--- src/rtl/bp_pkg.sv ---
// Shared definitions for the branch predictor and the speculative execution stage:
// PC geometry, 2-bit direction counter encodings and the saturating counter step.
package bp_pkg;

    localparam int PC_W     = 8;
    localparam int IDX_BITS = 3;
    localparam int STAT_W   = 16;

    localparam logic [1:0] STRONG_NT = 2'b00;
    localparam logic [1:0] WEAK_NT   = 2'b01;
    localparam logic [1:0] WEAK_T    = 2'b10;
    localparam logic [1:0] STRONG_T  = 2'b11;

    function automatic logic [1:0] sat2_update(input logic [1:0] ctr, input logic taken);
        logic [1:0] result;
        result = ctr;
        if (taken) begin
            if (ctr != STRONG_T) begin
                result = ctr + 2'b01;
            end
        end else begin
            if (ctr != STRONG_NT) begin
                result = ctr - 2'b01;
            end
        end
        return result;
    endfunction

endpackage

--- src/rtl/bp_btb_table.sv ---
// Direct-mapped BTB storage: valid/tag/target/counter arrays with one combinational
// read port and one synchronous training write port (hit update or allocate on taken miss).
module bp_btb_table #(
    parameter int IDX_BITS = bp_pkg::IDX_BITS,
    parameter int PC_W     = bp_pkg::PC_W
) (
    input  logic                     clk,
    input  logic                     rst,
    input  logic [IDX_BITS-1:0]      rd_idx,
    output logic                     rd_valid,
    output logic [PC_W-IDX_BITS-1:0] rd_tag,
    output logic [PC_W-1:0]          rd_target,
    output logic                     rd_dir,
    input  logic                     wr_en,
    input  logic [IDX_BITS-1:0]      wr_idx,
    input  logic [PC_W-IDX_BITS-1:0] wr_tag,
    input  logic                     wr_taken,
    input  logic [PC_W-1:0]          wr_target
);
    import bp_pkg::*;

    localparam int ENTRIES = 1 << IDX_BITS;
    localparam int TAG_W   = PC_W - IDX_BITS;

    logic             valid_reg  [ENTRIES];
    logic [TAG_W-1:0] tag_reg    [ENTRIES];
    logic [PC_W-1:0]  target_reg [ENTRIES];
    logic [1:0]       ctr_reg    [ENTRIES];

    logic [ENTRIES-1:0] wr_sel;
    logic [ENTRIES-1:0] wr_hit;

    genvar gi;
    generate
        for (gi = 0; gi < ENTRIES; gi++) begin : g_decode
            assign wr_sel[gi] = wr_en && (wr_idx == IDX_BITS'(gi));
            assign wr_hit[gi] = valid_reg[gi] && (tag_reg[gi] == wr_tag);
        end
    endgenerate

    always_ff @(posedge clk) begin
        for (int i = 0; i < ENTRIES; i++) begin
            if (rst) begin
                valid_reg[i]  <= 1'b0;
                tag_reg[i]    <= '0;
                target_reg[i] <= '0;
                ctr_reg[i]    <= WEAK_NT;
            end else if (wr_sel[i]) begin
                if (wr_hit[i]) begin
                    ctr_reg[i] <= sat2_update(ctr_reg[i], wr_taken);
                    if (wr_taken) begin
                        target_reg[i] <= wr_target;
                    end
                end else if (wr_taken) begin
                    // A taken miss evicts whatever aliased into this slot.
                    valid_reg[i]  <= 1'b1;
                    tag_reg[i]    <= wr_tag;
                    target_reg[i] <= wr_target;
                    ctr_reg[i]    <= WEAK_T;
                end
            end
        end
    end

    assign rd_valid  = valid_reg[rd_idx];
    assign rd_tag    = tag_reg[rd_idx];
    assign rd_target = target_reg[rd_idx];
    assign rd_dir    = ctr_reg[rd_idx][1];

endmodule

--- src/rtl/branch_predictor.sv ---
// Front-end branch predictor: zero-latency BTB lookup, training from resolved branches,
// registered mispredict pulse and saturating resolution/misprediction statistics.
module branch_predictor #(
    parameter int IDX_BITS = bp_pkg::IDX_BITS,
    parameter int PC_W     = bp_pkg::PC_W,
    parameter int STAT_W   = bp_pkg::STAT_W
) (
    input  logic              clk,
    input  logic              rst,
    input  logic              lookup_valid,
    input  logic [PC_W-1:0]   lookup_pc,
    output logic              branch_prediction,
    output logic [PC_W-1:0]   predicted_target,
    output logic              btb_hit,
    input  logic              resolve_valid,
    input  logic [PC_W-1:0]   resolve_pc,
    input  logic              resolve_taken,
    input  logic [PC_W-1:0]   resolve_target,
    input  logic              resolve_pred_taken,
    input  logic [PC_W-1:0]   resolve_pred_target,
    output logic              mispredict,
    output logic [STAT_W-1:0] stat_resolved,
    output logic [STAT_W-1:0] stat_mispredicted
);
    import bp_pkg::*;

    localparam int TAG_W = PC_W - IDX_BITS;

    logic             rd_valid;
    logic [TAG_W-1:0] rd_tag;
    logic [PC_W-1:0]  rd_target;
    logic             rd_dir;
    logic             lookup_hit;

    logic             mispredict_reg;
    logic             mispredict_next;
    logic [STAT_W-1:0] stat_resolved_reg;
    logic [STAT_W-1:0] stat_resolved_next;
    logic [STAT_W-1:0] stat_mispredicted_reg;
    logic [STAT_W-1:0] stat_mispredicted_next;
    logic             resolve_wrong;

    bp_btb_table #(
        .IDX_BITS (IDX_BITS),
        .PC_W     (PC_W)
    ) u_btb_table (
        .clk       (clk),
        .rst       (rst),
        .rd_idx    (lookup_pc[IDX_BITS-1:0]),
        .rd_valid  (rd_valid),
        .rd_tag    (rd_tag),
        .rd_target (rd_target),
        .rd_dir    (rd_dir),
        .wr_en     (resolve_valid),
        .wr_idx    (resolve_pc[IDX_BITS-1:0]),
        .wr_tag    (resolve_pc[PC_W-1:IDX_BITS]),
        .wr_taken  (resolve_taken),
        .wr_target (resolve_target)
    );

    // Table contents seen here are pre-update for any same-cycle resolve.
    assign lookup_hit        = rd_valid && (rd_tag == lookup_pc[PC_W-1:IDX_BITS]);
    assign btb_hit           = lookup_valid && lookup_hit;
    assign branch_prediction = btb_hit && rd_dir;
    assign predicted_target  = branch_prediction ? rd_target : (lookup_pc + PC_W'(1));

    assign resolve_wrong = (resolve_taken != resolve_pred_taken) ||
                           (resolve_taken && (resolve_target != resolve_pred_target));

    always_comb begin
        mispredict_next        = resolve_valid && resolve_wrong;
        stat_resolved_next     = stat_resolved_reg;
        stat_mispredicted_next = stat_mispredicted_reg;
        if (resolve_valid && (stat_resolved_reg != {STAT_W{1'b1}})) begin
            stat_resolved_next = stat_resolved_reg + STAT_W'(1);
        end
        if (mispredict_next && (stat_mispredicted_reg != {STAT_W{1'b1}})) begin
            stat_mispredicted_next = stat_mispredicted_reg + STAT_W'(1);
        end
    end

    always_ff @(posedge clk) begin
        if (rst) begin
            mispredict_reg        <= 1'b0;
            stat_resolved_reg     <= '0;
            stat_mispredicted_reg <= '0;
        end else begin
            mispredict_reg        <= mispredict_next;
            stat_resolved_reg     <= stat_resolved_next;
            stat_mispredicted_reg <= stat_mispredicted_next;
        end
    end

    assign mispredict        = mispredict_reg;
    assign stat_resolved     = stat_resolved_reg;
    assign stat_mispredicted = stat_mispredicted_reg;

endmodule
--- config.mk ---
export PLATFORM = sky130hd
export DESIGN_NAME = branch_predictor
export DESIGN_NICKNAME = d
export VERILOG_FILES = /design/src/rtl/bp_pkg.sv /design/src/rtl/bp_btb_table.sv /design/src/rtl/branch_predictor.sv
export SDC_FILE = /design/constraint.sdc
export NUM_CORES = 1
export LEC_CHECK = 0
export ABC_AREA = 1
export CORE_UTILIZATION = 60
export CTS_CLUSTER_DIAMETER = 60
export DETAILED_ROUTE_END_ITERATION = 10
export GPL_ROUTABILITY_DRIVEN = 0
export HOLD_SLACK_MARGIN = 0.15
export PLACE_DENSITY = 0.85
export SYNTH_ARGS = -nofsm -noshare
export SYNTH_HDL_FRONTEND = slang
export SYNTH_SLANG_ARGS = --single-unit
--- constraint.sdc ---
create_clock -name clk -period 4.4 [get_ports clk]
set_clock_uncertainty 0.2 [all_clocks]
set_input_delay 1.32 -clock clk [delete_from_list [all_inputs] [get_ports clk]]
set_output_delay 1.32 -clock clk [all_outputs]
set_load 0.02 [all_outputs]
# == Word-level counts from Yosys, hierarchy flattened ==
# Memories as Yosys holds them, arrays and structs flattened.
# Index checks and enable logic that the tools add are counted.
# classes
add_sub_neg,19
n_eq_ne,28
reduce_logical,33
bitwise,48
n_mux,196
# ops
operator,count
$mux 8,17
$mux 2,64
$mux 1,107
$or 1x1->1,48
$eq 5x5->1,9
$mux 5,8
$add 16x1->16 const B,2
$ne 16x16->1 const B,2
$logic_and 1x1->1,23
$add 2x1->2 const B,8
$ne 2x2->1 const B,8
$reduce_bool 2->1,8
$sub 2x1->2 const B,8
$eq 3x3->1 const B,4
$add 8x1->8 const B,1
$ne 8x8->1,1
$eq 3x2->1 const B,2
$eq 3x1->1 const B,1
$logic_not 3->1,1
$logic_or 1x1->1,1
$ne 1x1->1,1
# totals
elab_cells,331
inputBits,38
out_inout_bits,43
memories,4
ram_bits,128
register_bits,33
# memory_table
name,words,word_bits,rd,rd_clocked_by_memory_dff,write_ports,line_no,rtl
u_btb_table.target_reg,8,8,1,0,8,bp_btb_table.sv:27,logic [PC_W-1:0] target_reg [ENTRIES];
u_btb_table.tag_reg,8,5,9,0,8,bp_btb_table.sv:26,logic [TAG_W-1:0] tag_reg [ENTRIES];
u_btb_table.ctr_reg,8,2,9,0,8,bp_btb_table.sv:28,logic [1:0] ctr_reg [ENTRIES];
u_btb_table.valid_reg,8,1,9,0,8,bp_btb_table.sv:25,logic valid_reg [ENTRIES];

# == Longest topological paths before layout ==
# logic_depth
depth_word,8
mapped_depth,14
ltp_nobuf,13

# == Modules after synthesis ==
# A second synthesis with hierarchy kept.
# hier_totals
hier_cells,1265
hier_area_um2,9603.0
# by_module_without_submodules
mod,n_inst,cells_each,seq_area_each_um2,area_each_um2
bp_btb_table,1,865,3833.7,7139.3
branch_predictor,1,400,660.6,2463.6

# == Least setup slack after synthesis ==
# OpenSTA, ideal clock, no wires.
# synth_path
kind,in2out
start,in lookup_pc[1]
end,out predicted_target[0]
t_required_ps,2880
cell_stages,13
t_arrival_ps,2562
setup_slack_ps,318
path_buffers,2
cell_sequence,buf_6 inv_4 buf_6 nand3_1 nand2_1 nor2_1 nor2_1 nand2_1 nor2_4 nand2_2 nor2_8 nand3_1 nand2_1
# synth_via
elab_chain_cells,6
word_cells_on_any_way,9
classes_between,1 x eq/ne; 1 x mux; 3 x reduce/logical; 4 x memory
# synth_lines
item,line_no,rtl
"start, declared",branch_predictor.sv:11,"input logic [PC_W-1:0] lookup_pc,"
$mem_v2 8x5,n/a,
$eq 5x5->1,branch_predictor.sv:62,assign lookup_hit = rd_valid && (rd_tag == lookup_pc[PC_W-1:IDX_BITS]);
$logic_and 1x1->1 *,branch_predictor.sv:62,
$logic_and 1x1->1 *,branch_predictor.sv:63,assign btb_hit = lookup_valid && lookup_hit;
net btb_hit,branch_predictor.sv:14,"output logic btb_hit,"
$logic_and 1x1->1 *,branch_predictor.sv:64,assign branch_prediction = btb_hit && rd_dir;
$mux 8 *,branch_predictor.sv:65,assign predicted_target = branch_prediction ? rd_target : (lookup_pc + PC_W'(1));
"end, declared",branch_predictor.sv:13,"output logic [PC_W-1:0] predicted_target,"
# Mark *: on every way through the listed nets, which the timed path passes. The rest lies on a longest branch.

# == Worst setup path after layout ==
# layout_path
start,in lookup_pc[0]
end,out predicted_target[0]
# layout_via
elab_chain_cells,6
word_cells_on_any_way,10
classes_between,1 x add/sub; 1 x eq/ne; 1 x mux; 3 x reduce/logical; 4 x memory
# layout_lines
item,line_no
$mem_v2 8x5,n/a
$eq 5x5->1,branch_predictor.sv:62
$logic_and 1x1->1,branch_predictor.sv:62
$logic_and 1x1->1,branch_predictor.sv:63
$logic_and 1x1->1,branch_predictor.sv:64
$mux 8 *,branch_predictor.sv:65
# Every way passes the cells marked *; elsewhere a longest branch is shown, timed or not.

==> results <==
- Clock-pin slew was measured on the worst setup and hold paths at about 60 ps.
- In this run the vertical extent of the chip is ~130 um.
- For the pin with the worst max-slew slack, the measured transition is approximately 460 ps.
- The via count of the first global-routing pass is between 8000 and 9000.
- The path with the worst hold slack has its endpoint at stat_resolved[7]$_SDFFE_PP0P_.
- The worst hold path begins at stat_resolved[7]$_SDFFE_PP0P_.
- The total global routing overflow is 0.
- For this run, the post-layout net count is 1312.
- The total placed cells including tap cells is around 1400.
- The footprint of the flip-flops and latches is ~0.0045 sq mm.
- The effective utilization at floorplan is between 60% and 70%.
- The count of standard-cell rows is 45.
- In this run the number of H-tree levels came out at 4.
- The share of the yosys chip area belonging to registers is around 48%.
- The register-to-register path setup slack is ~2200 ps.
- Setup repair after global routing could not meet its margin everywhere.
- The path class of the lowest-slack min-delay path is flip-flop to flip-flop.
- Setup total negative slack on the finished layout was measured at -783 ps.
- Counting cells, the worst reg-to-reg path comes to 8.
- The clock passes through at most 2 buffers.
- The routed design has roughly 27000 um of wire.
- The layout cell share with drive strength beyond 1 is roughly 16%.
- The count of buffers inserted at the top-level ports is 80.
- The final critical path takes up 103% of the cycle.
- After detailed routing, the number of vias per cell comes to between 6 and 7.
- In this run the critical register-to-register path is captured at u_btb_table.ctr_reg[5][1]$_SDFFCE_PP1P_.
- The synthesized design contains between 150 and 200 register bits.
- The initial antenna violation count was 0.
- The final reports fail on setup timing.
- The final count of pins violating max slew is 0.
- The final antenna-violating net count is 0.
- STA classifies the critical path endpoint as an output port.
- The highest ir drop seen on vdd is around 0.3 mV.
- The number of iterations in the first detailed-routing pass is 6.
- For the worst setup path, the data required time is 2880 ps.
- The detailed router placed 8846 vias in this run.
- The largest fanout on the critical path is 12.
- Of all flip-flops after synthesis, the portion carrying an async set or reset was 0%.
- For this run, the number of standard cells in the final layout without fillers is ~1500.
- Summed over all cells, the static leakage comes to ~4.7 nW.
- The area of placed instances is approximately 0.011 sq mm.
- Before CTS, the worst setup slack after placement is -769 ps.
- Counting flops with a built-in enable in the synthesized netlist gives 127.
- The area occupied by multi-input gates is 0.00417 sq mm.
- The flow ran to the end, but the final reports show violations.
- For the finished layout, the period the worst path requires is 4520 ps.
- The number of fillers in the final layout is roughly 1000.
- The root buffer cell is sky130_fd_sc_hd__clkbuf_16.
- TritonCTS built the clock tree.
- The largest net degree at the start of global routing is 25.
- The critical path data arrival time is around 3000 ps.
- The design draws 3.76 mW.
- The worst pin sits at a relative slew slack of 69.3%.
- The final hold violation count is 0.
- The count of pins on the block boundary is 81.
- The detailed router finished its first iteration with ~1200 violations.
- The dominant register cell in the synthesized netlist is sky130_fd_sc_hd__edfxtp_1.
- The kind of start point of the critical path is an input port.
- The number of violations of the max-capacitance limit is 0.
- The number of buffers created by CTS is 17.
- The die covers about 0.016 sq mm.
- After detailed routing, the number of remaining DRC violations is 0.
- The distinct cell type count after synthesis is between 40 and 50.
- The first global-routing pass estimated about 40000 um of wire.
- The worst register-to-register path begins at u_btb_table.tag_reg[5][1]$_SDFFCE_PN0P_.
- The net count of the mapped netlist is around 1200.
- The class of the most critical setup path is input port to output port.
- In the post-route analysis, the smallest setup slack over all paths is -117 ps.
- The repair_antennas step left the layout with diodes totalling 0.
- For the worst-skew pair, the clock arrives at the later sink with an insertion delay of roughly 440 ps.
- The flip-flop count of the largest register, all copies and words added is 64.
- Derived from the worst setup path, the maximum achievable clock frequency is about 220 MHz.
- The global router's overall resource usage is around 33%.
- Setup violations remaining at the end of the flow were counted as 10.
- The final design utilization is ~76%.
- The power density normalized to cell area is between 300 and 400 mW/mm^2.
- The core region is 0.0151 sq mm.
- The number of cells on the worst hold path is 2.
- Synthesis produced ~1100 cells.
- For this run, the number of Yosys warnings is 0.
- The mapped netlist covers between 0.009 and 0.01 sq mm.
- Each instance of the synthesized netlist takes up on average between 8 and 9 sq um.
- The number of clock sinks is between 150 and 200.
- From synthesis to final layout, the design area changed by 23.9%.
- The post-route standard cell area excluding fillers is between 0.01 and 0.015 sq mm.
- The average wire per cell in the routed design is 18.5 um.
- Measured along the x axis, the die boundary spans 126 um.
- Across all hold checks on the routed design, the worst slack comes to about 300 ps.
- Hold repair after CTS inserted 0 buffers.
- The wire-length estimate of the detail-placed layout is roughly 18000 um.
-- routing by layer --
metal	global-route usage [%]	wire length (um)
met1	40.9	10100
met5	0	0
met2	54.4	12900
met3	7.89	2970
met4	17.7	1310
-- report_power, final --
part,switching [mW],internal (mW)
combinational,0.315,0.199
sequential,0.0336,1.70
clock,0.618,0.896
-- layout make-up --
| type | instances | area share [%] |
|---|---|---|
| clock inverters | 12 | 1.36 |
| well taps | 188 | 2.04 |
| repair buffers | 151 | 12.8 |
| multi-input cells | 800 | 36.2 |
| inverters | 140 | 4.75 |
| flip-flops and latches | 161 | 39.1 |
| clock buffers | 20 | 3.79 |
-- layout by cell type (no fill, tap or decap), types with 5 or more instances in the layout --
cell type,n
sky130_fd_sc_hd__o21a_1,7
sky130_fd_sc_hd__xnor2_1,7
sky130_fd_sc_hd__xor2_1,32
sky130_fd_sc_hd__buf_4,66
sky130_fd_sc_hd__edfxtp_1,127
sky130_fd_sc_hd__nand4_1,22
sky130_fd_sc_hd__dfxtp_1,34
sky130_fd_sc_hd__inv_1,126
sky130_fd_sc_hd__o21ai_0,51
sky130_fd_sc_hd__clkbuf_16,20
sky130_fd_sc_hd__or2_2,5
sky130_fd_sc_hd__nor2_1,202
sky130_fd_sc_hd__nor3_1,18
sky130_fd_sc_hd__a21oi_1,62
sky130_fd_sc_hd__nand3_1,56
sky130_fd_sc_hd__o22ai_1,23
sky130_fd_sc_hd__clkdlybuf4s50_1,67
sky130_fd_sc_hd__buf_12,8
sky130_fd_sc_hd__nand3_2,25
sky130_fd_sc_hd__a32o_1,5
sky130_fd_sc_hd__inv_2,7
sky130_fd_sc_hd__o21ai_1,7
sky130_fd_sc_hd__nand2_1,215
sky130_fd_sc_hd__nand2_2,20
-- cells by family after synthesis --
kind of cell               count (synthesis)  synth area share, %
adders and majority gates                  3                0.404
xor gates and xnor gates                  39                 3.68
buffers and inverters                    185                 9.08
and+or+nand+nor                          586                 28.1
DFF                                      161                 48.4
AOI/OAI and AO/OA                        170                 10.4
-- how the worst max path moves through the flow --
stage                       from  cells after the start  slack (ps)                   to
floorplan           lookup_pc[1]                     13         320  predicted_target[0]
CTS                 lookup_pc[0]                     15         -20  predicted_target[0]
global placement    lookup_pc[1]                     14        -750  predicted_target[0]
detailed placement  lookup_pc[1]                     14        -770  predicted_target[0]
finish              lookup_pc[0]                     14        -120  predicted_target[0]
global route        lookup_pc[0]                     12        -240  predicted_target[5]
-- Yosys cell counts (2+ instances only) --
cell type	n	area, sq um
sky130_fd_sc_hd__a21oi_1	62	310
sky130_fd_sc_hd__a221oi_1	6	52.6
sky130_fd_sc_hd__a32o_1	5	50.1
sky130_fd_sc_hd__buf_1	2	7.51
sky130_fd_sc_hd__buf_2	14	70.1
sky130_fd_sc_hd__buf_4	8	60.1
sky130_fd_sc_hd__buf_6	13	146
sky130_fd_sc_hd__clkbuf_1	7	26.3
sky130_fd_sc_hd__clkinv_1	4	15.0
sky130_fd_sc_hd__dfxtp_1	34	681
sky130_fd_sc_hd__edfxtp_1	127	3810
sky130_fd_sc_hd__ha_1	3	37.5
sky130_fd_sc_hd__inv_1	127	477
sky130_fd_sc_hd__inv_2	8	30.0
sky130_fd_sc_hd__nand2_1	225	845
sky130_fd_sc_hd__nand2_2	13	81.3
sky130_fd_sc_hd__nand3_1	74	370
sky130_fd_sc_hd__nand3_2	8	80.1
sky130_fd_sc_hd__nand4_1	22	138
sky130_fd_sc_hd__nand4_2	2	25.0
sky130_fd_sc_hd__nor2_1	202	758
sky130_fd_sc_hd__nor2_2	4	25.0
sky130_fd_sc_hd__nor3_1	18	90.1
sky130_fd_sc_hd__nor3_2	4	40.0
sky130_fd_sc_hd__o211ai_1	2	15.0
sky130_fd_sc_hd__o21a_1	7	52.6
sky130_fd_sc_hd__o21ai_0	53	265
sky130_fd_sc_hd__o21ai_1	6	30.0
sky130_fd_sc_hd__o22ai_1	23	144
sky130_fd_sc_hd__o31ai_1	2	15.0
sky130_fd_sc_hd__or2_2	6	37.5
sky130_fd_sc_hd__xnor2_1	7	61.3
sky130_fd_sc_hd__xor2_1	32	280
-- what timing repair did --
action	in CTS	in global routing
gates resized for setup	66	46
pin swaps	5	17
gates cloned	2	4
buffers inserted	6	3
setup endpoints to repair	10	10
-- worst max-delay path: stages --
cell and delay [ps]:
sky130_fd_sc_hd__buf_12 130, sky130_fd_sc_hd__clkbuf_16 170, sky130_fd_sc_hd__nand2_1 140, sky130_fd_sc_hd__nand3_1 120
sky130_fd_sc_hd__nand2_1 110, sky130_fd_sc_hd__nor2_1 50, sky130_fd_sc_hd__nor2_1 110, sky130_fd_sc_hd__nand2_1 110
sky130_fd_sc_hd__nor2_4 150, sky130_fd_sc_hd__nand2_4 100, sky130_fd_sc_hd__nor2_4 190, sky130_fd_sc_hd__nand3_2 90
sky130_fd_sc_hd__nand2_2 80, sky130_fd_sc_hd__buf_6 110
Note: power is estimated with default switching activity, not from simulation.
==> variant: new RTL, same settings <==
Add an input register stage for `resolve_pred_target`, without a reset; this delays it by one clock. The other inputs are not delayed to match.
--- a/src/rtl/branch_predictor.sv
+++ b/src/rtl/branch_predictor.sv
@@ -25,6 +25,12 @@
     import bp_pkg::*;
 
     localparam int TAG_W = PC_W - IDX_BITS;
+
+    logic [PC_W-1:0] resolve_pred_target_q;
+
+    always_ff @(posedge clk) begin
+        resolve_pred_target_q <= resolve_pred_target;
+    end
 
     logic             rd_valid;
     logic [TAG_W-1:0] rd_tag;
@@ -65,7 +71,7 @@
     assign predicted_target  = branch_prediction ? rd_target : (lookup_pc + PC_W'(1));
 
     assign resolve_wrong = (resolve_taken != resolve_pred_taken) ||
-                           (resolve_taken && (resolve_target != resolve_pred_target));
+                           (resolve_taken && (resolve_target != resolve_pred_target_q));
 
     always_comb begin
         mispredict_next        = resolve_valid && resolve_wrong;
Function: changed (a bounded check fails within 4 cycles, from zero or initial values and one cycle with rst high).
==> variant against the original RTL <==
The run still ends with setup timing left. Combinational power down 0.8%. Maximum frequency is 2.1% higher. Final area grew 1.4%. Total power increased by 1.0%. Die area increased by 1.2%. Wire length is 2.0% lower. Worst hold slack better by 0.0081 ns. Critical path depth decreased by 1. Core utilization up 0.52 points. First-iteration DRC count shrank 0.51%. Worst setup slack improved by 0.092 ns. Sequential cell count grew 8. Area after synthesis is 1.2% higher. Critical path type unchanged. Critical endpoint is now predicted_target[7]. Largest power group unchanged.
==> variant: results (changes against the original RTL) <==
| Metric | Value |
|---|---|
| Status | finished with violations |
| Failing checks | setup timing |
| Critical path peak fanout | 10 (-2) |
| Via count | 9046 (+2.3%) |
| Rel. slew slack | 51.05% (-18 points) |
| Largest net degree at the start of global routing | 33 (+32%) |
| Fill count | 979 (-1.2%) |
| Worst path arrival time | 2.91 ns (-0.09 ns) |
| Vias in the first global route | 8273 (-0.35%) |
| Leakage | 0.004726 uW (+1.3%) |
| Placed insts | 1463 (+2.7%) |
| Fin worst setup slack | -0.02525 ns (+0.09213 ns) |
| Dominant cells by area after synthesis | edfxtp_1 (41%), nand2_1 (9.4%), dfxtp_1 (8.9%), nor2_1 (8.5%), inv_1 (5.2%) |
| Asr flop ratio synth | 0% (unchanged) |
| Synth cell count leaders | nand2_1 (236), nor2_1 (213), inv_1 (129) |
| Netlist cell types | 53 (+13%) |
| Hold Path End | stat_resolved[1] |
| CTS H-tree depth | 4 (unchanged) |
| HPWL reported at the end of detailed placement | 17220 microns (-1.7%) |
| DR iter-0 viols | 1160 (-0.51%) |
| # setup viols final | 6 (-4) |
| Post-Syn Instances | 1164 (+1.7%) |
| Fin cells | 1512 (+2.7%) |
| Post-Place Setup Slack | -0.7728 ns (-0.003563 ns) |
| Critical R2R Launch | u_btb_table.tag_reg[6][0] |
| Final Routed Wirelength | 26720 microns (-2.0%) |
| Fin nets | 1329 (+1.3%) |
| Placed Area | 10660 sq um (+1.3%) |
| R2R Path End | u_btb_table.ctr_reg[6][1] |
| Internal reg-to-reg setup slack | 2.09 ns (-0.07 ns) |
| GR Util All Layers | 33.03% (-0.18 points) |
| First-pass GRT wire length | 41150 microns (+1.1%) |
| Layout cell share with drive strength beyond 1 | 14.91% (-0.74 points) |
| Min-Delay Startpoint | stat_resolved[1] |
| PortBufs | 80 (unchanged) |
| Sequential fraction of the synthesis area | 49.51% (+1.1 points) |
## variant: changes by cell type in the layout (fill, tap and decap cells not counted), sizes merged, moves of 4 or more
cell | before | now
a21oi | 63 | 53
inv | 137 | 145
xor2 | 32 | 36
dfxtp | 34 | 42
xnor2 | 7 | 3
clkbuf | 24 | 19
nor3 | 23 | 28
nor2 | 209 | 218
## variant: per-layer routing
| metal | track usage [%] | share of wire [%] | up-vias |
|---|---|---|---|
| met5 | 0 | 0 | - |
| met4 | 16.95 | 3.8 | 0 |
| met3 | 8.040 | 12 | 114 |
| met2 | 52.33 | 47 | 708 |
| met1 | 42.43 | 38 | 4109 |
| li1 | - | - | 4115 |
## variant: kinds of logic (layout without fill, tap and decap cells)
kind of cell | Yosys count | after routing | synth area share [%]
AO/OA/AOI/OAI | 164 | 164 | 10.09
adder cells (fa/ha/maj) | 3 | 3 | 0.3993
AND/OR/NAND/NOR | 600 | 602 | 27.58
XOR/XNOR | 39 | 39 | 3.633
buffers and inverters | 189 | 324 | 8.797
flip-flops | 169 | 169 | 49.51
## variant: power by group
part           leakage (uW)  switching (uW)  internal, uW
logic               0.00286             313           197
registers           0.00159            36.3          1780
clock network      0.000280             676           801
total               0.00473            1030          2780
## variant: worst max path at each step
stage,end,cells after the start,slack (ns),from
CTS,predicted_target[0],15,0.01,lookup_pc[0]
global placement,predicted_target[0],13,-0.73,lookup_pc[1]
finish,predicted_target[7],13,-0.03,lookup_pc[0]
global route,predicted_target[6],14,-0.20,lookup_pc[0]
floorplan,predicted_target[0],13,0.28,lookup_pc[1]
detailed placement,predicted_target[0],13,-0.77,lookup_pc[1]
## variant: area by class of cell
cell class	instances	area, sq um	area share (%)
inverter	142	550.5	4.716
sequential	169	4654	39.88
timing repair buffer	150	1449	12.41
multi-input combinational	808	4174	35.76
tap	211	264.0	2.262
clock buffer	17	425.4	3.645
clock inverter	15	155.1	1.329
## variant: through the flow
stage               setup TNS (ns)  hold WS [ns]  total power [uW]  util [%]
CTS                              0        0.3029              3757     74.98
floorplan                        0        0.3264              2102         -
global placement            -6.833        0.2832              2264     69.88
global route                -1.556        0.3488              3904     76.50
detailed placement          -7.301        0.2853              2278     69.88
finish                    -0.07850        0.3071              3801     76.50
## variant: timing repair
item,4_1_cts,5_1_grt
cloned,3,1
resized for setup,82,45
setup endpoints to repair,10,10
hold endpoints to repair,0,0
buffers inserted,5,8
pin swaps,9,17
## variant: critical path, stage by stage
cell and delay, ns:
buf_12 0.13, buf_16 0.15, o21ai_4 0.22, nand2_2 0.11, nand3_4 0.11, nand2_2 0.06, nand2_2 0.07, nand2_2 0.07
nor2_4 0.18, nand4_4 0.15, nand2_1 0.09, nand2_1 0.07, buf_4 0.16
